<file path="src/rtl/steer_delay_ctrl.sv">
// Steering-delay controller: shadow per-channel delays, atomic sample-aligned
// transfer to the delay lines, then a settle window of max(delay)+1 ticks.
module steer_delay_ctrl #(
   parameter int NUM_CH    = 8,
   parameter int DELAY_W   = 6,
   parameter int MAX_DELAY = 63,
   parameter int CH_W      = 3
) (
   input  logic                        clk,
   input  logic                        rst,
   input  logic                        sample_tick,
   input  logic                        cfg_valid,
   output logic                        cfg_ready,
   input  logic [CH_W-1:0]             cfg_ch,
   input  logic [DELAY_W-1:0]          cfg_delay,
   input  logic                        commit,
   output logic [NUM_CH*DELAY_W-1:0]   delay_out,
   output logic                        settling,
   output logic                        out_valid,
   output logic                        cfg_err
);

   typedef enum logic [1:0] {IDLE, ARMED, SETTLE} state_t;

   localparam logic [DELAY_W-1:0] MAX_L = DELAY_W'(MAX_DELAY);
   localparam logic [DELAY_W:0]   ONE_C = (DELAY_W+1)'(1);

   state_t                             state_q, state_d;
   logic [NUM_CH-1:0][DELAY_W-1:0]     shadow_q, shadow_d;
   logic [NUM_CH-1:0][DELAY_W-1:0]     active_q, active_d;
   logic [DELAY_W:0]                   cnt_q, cnt_d;
   logic                               primed_q, primed_d;
   logic                               settling_q, settling_d;
   logic                               err_q, err_d;

   logic                               wr_fire, ch_ok;
   logic [DELAY_W-1:0]                 wr_val, max_v;

   assign wr_fire = cfg_valid & cfg_ready;
   assign wr_val  = (cfg_delay > MAX_L) ? MAX_L : cfg_delay;

   // Shadow update; out-of-range channels match no slot and raise cfg_err.
   always_comb begin
      shadow_d = shadow_q;
      ch_ok    = 1'b0;
      for (int k = 0; k < NUM_CH; k++) begin
         if (cfg_ch == CH_W'(k)) begin
            ch_ok = 1'b1;
            if (wr_fire) shadow_d[k] = wr_val;
         end
      end
      err_d = wr_fire & ~ch_ok;
   end

   always_comb begin
      max_v = '0;
      for (int k = 0; k < NUM_CH; k++)
         if (shadow_q[k] > max_v) max_v = shadow_q[k];
   end

   // settling is its own flop so it stays high across a re-commit from SETTLE.
   always_comb begin
      state_d    = state_q;
      active_d   = active_q;
      cnt_d      = cnt_q;
      primed_d   = primed_q;
      settling_d = settling_q;
      cfg_ready  = (state_q != ARMED);
      case (state_q)
         IDLE: begin
            if (commit) state_d = ARMED;
         end
         ARMED: begin
            if (sample_tick) begin
               active_d   = shadow_q;
               cnt_d      = (DELAY_W+1)'(max_v) + ONE_C;
               settling_d = 1'b1;
               state_d    = SETTLE;
            end
         end
         SETTLE: begin
            if (sample_tick) cnt_d = cnt_q - ONE_C;
            if (commit) begin
               state_d = ARMED;
            end else if (sample_tick && cnt_q == ONE_C) begin
               state_d    = IDLE;
               primed_d   = 1'b1;
               settling_d = 1'b0;
            end
         end
         default: state_d = IDLE;
      endcase
   end

   always_ff @(posedge clk or posedge rst) begin
      if (rst) begin
         state_q    <= IDLE;
         shadow_q   <= '0;
         active_q   <= '0;
         cnt_q      <= '0;
         primed_q   <= 1'b0;
         settling_q <= 1'b0;
         err_q      <= 1'b0;
      end else begin
         state_q    <= state_d;
         shadow_q   <= shadow_d;
         active_q   <= active_d;
         cnt_q      <= cnt_d;
         primed_q   <= primed_d;
         settling_q <= settling_d;
         err_q      <= err_d;
      end
   end

   assign delay_out = active_q;
   assign settling  = settling_q;
   assign out_valid = primed_q & ~settling_q;
   assign cfg_err   = err_q;

endmodule

</file>
<file path="config.mk">
export PLATFORM = sky130hd
export DESIGN_NAME = steer_delay_ctrl
export DESIGN_NICKNAME = d
export VERILOG_FILES = /design/src/rtl/steer_delay_ctrl.sv
export SDC_FILE = /design/constraint.sdc
export NUM_CORES = 1
export LEC_CHECK = 0
export BUFFER_PORTS_ARGS = -buffer_cell sky130_fd_sc_hd__buf_2
export CAP_MARGIN = 30
export CORE_MARGIN = 2
export CORE_UTILIZATION = 40
export CTS_BUF_LIST = sky130_fd_sc_hd__clkbuf_2
export DETAILED_ROUTE_END_ITERATION = 8
export GPL_TIMING_DRIVEN = 0
export PLACE_DENSITY = 0.56
export SYNTH_ARGS = -nofsm -noshare
export SYNTH_HDL_FRONTEND = slang
export SYNTH_SLANG_ARGS = --single-unit
</file>
<file path="constraint.sdc">
create_clock -name clk -period 39.2 [get_ports clk]
set_input_delay 1.96 -clock clk [delete_from_list [all_inputs] [get_ports clk]]
set_output_delay 1.96 -clock clk [all_outputs]
set_load 0.05 [all_outputs]
</file>
==> qor.yml <==
outcome:
  status: "finished, final reports clean"
timing:
  relSlewSlack_pct: 32.5
  hold_viol_final: 0
  setup_tns_ns: 0
  clock.fmax_ghz: 0.0685
  setup_violations: 0
  timing.final.crit_share_pct: 37.2
  finalWorstPathRequiredPeriod_ns: 14.60
  drv_slew: 0
  final.setup_skew_ns: 0.0601
  tightest_slew_ns: 1.01
  grt_setup_unrepaired: "no"
cts:
  cts_sinks: 108
  cts_setup_buffers: 0
  clk_latency_ns: 0.67
  cts_resized: 0
  cts_buffers: 9
  cts_tree: "built"
  ctsHoldBuffers: 0
  htree_levels: 3
  cts.clk_slew.worst_paths_ns: 0.33
  clockBufferDepth: 2
  root_buffer: "clkbuf_2"
floorplanning:
  initial_core_util_pct: 40.3
  die_w_um: 133
  die_h_um: 133
  die_area_sq_um: 17600
  fp.coreArea_sq_um: 16400
  rows: 47
  ios: 66
worst_setup_path:
  rr_startpoint: "shadow_q[3]$_DFFE_PP0P_"
  criticalPathCategory: "flop to flop"
  path_common_cell: "ha_1"
  path_max_fanout: 10
  worstPathRequired_ns: 39.80
  slowest_stage: "nor4b_1"
  crit_path_start_kind: "flop"
  crit_start: "shadow_q[3]$_DFFE_PP0P_"
  cp-end-kind: "flop"
  max_stage_delay_ns: 0.53
  crit_arrival_ns: 15.19
cells_and_area:
  syn2layout_area_growth_pct: 10.8
  multiInputGateArea_sq_um: 3610
  drive_gt1_share_pct: 21.0
  seqCellArea_sq_um: 2700
  fillCellCount: 1637
  n_antenna_cell: 0
  final_nets: 829
drt:
  drtIter0Drc: 340
  via_per_inst: 5.35
  ant_nets: 0
  vias: 5403
  wl_per_cell_um: 17.4
  drc: 0
  drt-pass1-iter-count: 5
  drt-total-wl_um: 17500
global_route:
  grtUsageTotal_pct: 20.7
  grt_pass1_wl_um: 28500
  gr-total-overflow: 0
  grt_pass1_vias: 5370
  antenna_found_initial: 0
  grt_max_degree: 66
placed_design:
  portBuffers: 62
  hpwl_um: 13100
  gp_congestion: 0.892
yosys:
  ys_ff_latch: 108
  synth_top_area_cell: "dfrtp_1"
  yosysTopAreaCellShare_pct: 40.8
  synth.cell_area_sq_um: 6620
  synth_common_cells: "141 x nand2_1, 108 x dfrtp_1, 53 x mux2_2"
  synth_top_family_by_area: "simple AND/OR/NAND/NOR gates"
  yosys_warnings: 0
  yosys.area_share.simple_pct: 17.8
  synth-async-reset-ratio_pct: 100
  syn_nets: 754
  avgSynthCellArea_sq_um: 9.34
  synth.area.top_cells: "dfrtp_1 41%, mux2_2 9.0%, nand2_1 8.0%, ha_1 5.9%, o21ai_0 3.9%"
  synth-xor-area-share_pct: 2.23
  synthAdderAreaFrac_pct: 6.31
  synth_ff_type: "dfrtp_1"
  synth_cells: 709
  synth_edf_count: 0
  yosysUniqueCellTypes: 76
  synth_seq_area_share_pct: 40.8
  synth.area.mux_share_pct: 12.5
  synth_most_common_cell: "nand2_1"
  synth_compound_area_share_pct: 15.6
min_path:
  hold_class: "flop to flop"
  hp-start: "delay_out[24]$_DFFE_PP0P_"
flow_run:
  drv_cap: 0
-- state kept, by name, summed over array words and instances (netlist names) --
name       cells
state_q        2
delay_out     48
cnt_q          7
shadow_q      48
settling       1
cfg_err        1
primed_q       1
-- through the flow --
stage	hold WS, ns	cells	instance area, sq um	setup WS [ns]	util [%]
3_5_place_dp	0.458	993	7240	24.85	44.1
4_1_cts	0.517	1009	7340	24.77	44.7
6_report	0.509	1009	7340	24.60	44.7
2_1_floorplan	0.426	709	6620	26.71	-
3_3_place_gp	0.444	991	7210	25.15	43.9
5_1_grt	0.534	1009	7340	23.64	44.7
-- path summary, 6_finish.rpt --
| path | end | slack [ns] | cells past startpoint |
|---|---|---|---|
| min in group asynchronous | delay_out[37]$_DFFE_PP0P_ | 1.39 | 2 |
| worst min-delay path | delay_out[24]$_DFFE_PP0P_ | 0.51 | 2 |
| worst max-delay path | cnt_q[4]$_DFFE_PP0P_ | 24.60 | 65 |
| worst min register to register | delay_out[24]$_DFFE_PP0P_ | 0.51 | 2 |
| worst max register to register | cnt_q[4]$_DFFE_PP0P_ | 24.60 | 65 |
| max in group asynchronous | delay_out[32]$_DFFE_PP0P_ | 37.04 | 3 |
-- worst max-delay path: cells and delay by family, from the launching register on --
kind,cells,cell delay (ns)
muxes,7,2.31
xor gates and xnor gates,1,0.13
adders and majority gates,9,2.54
buffers and inverters,10,1.10
DFF,1,0.49
and+or+nand+nor,12,2.07
AOI/OAI and AO/OA,26,5.88
-- layout by cell type, fill, tap and decap left out, drive strengths merged, types with 4 or more instances in the layout --
master	synthesis	final
and2	6	6
and3	11	11
buf	6	70
mux2	56	56
a311oi	4	4
nand2	141	141
nand3	14	14
nand2b	5	5
dfrtp	108	108
a31oi	5	5
nand4	6	6
nor2b	6	6
inv	45	47
mux2i	16	16
xor2	6	6
clkbuf	24	34
ha	31	31
xnor2	10	10
or3	5	5
o211ai	5	5
o21ai	60	60
a21o	6	6
nor3	14	14
a21oi	32	32
nor2	25	25
a211oi	10	10
-- kinds of logic (layout without fill, tap and decap cells) --
logic type | count (synthesis) | count (layout)
xor+xnor | 16 | 16
mux | 72 | 72
simple gates | 250 | 250
buf+inv | 75 | 155
fa+ha+maj | 34 | 34
compound gates | 153 | 153
flops | 108 | 108
other cells | 1 | 1
-- area by class of cell --
class | count | area share (%)
tap | 220 | 3.75
clock buffer | 10 | 0.682
clock inverter | 6 | 0.631
multi-input combinational | 526 | 49.2
sequential | 108 | 36.8
buffer | 30 | 1.84
inverter | 45 | 2.34
timing repair buffer | 64 | 4.67
-- routing by layer --
metal	track usage [%]	vias to the layer above	wire length, um
met5	0	-	0
met4	5.26	0	177
met1	28.2	2638	8180
met2	34.6	118	8540
li1	-	2636	-
met3	3.07	11	638
Power is left out: the tool's default activity adds up to more than one toggle a clock period on the data nets, which glitch-free logic cannot reach.
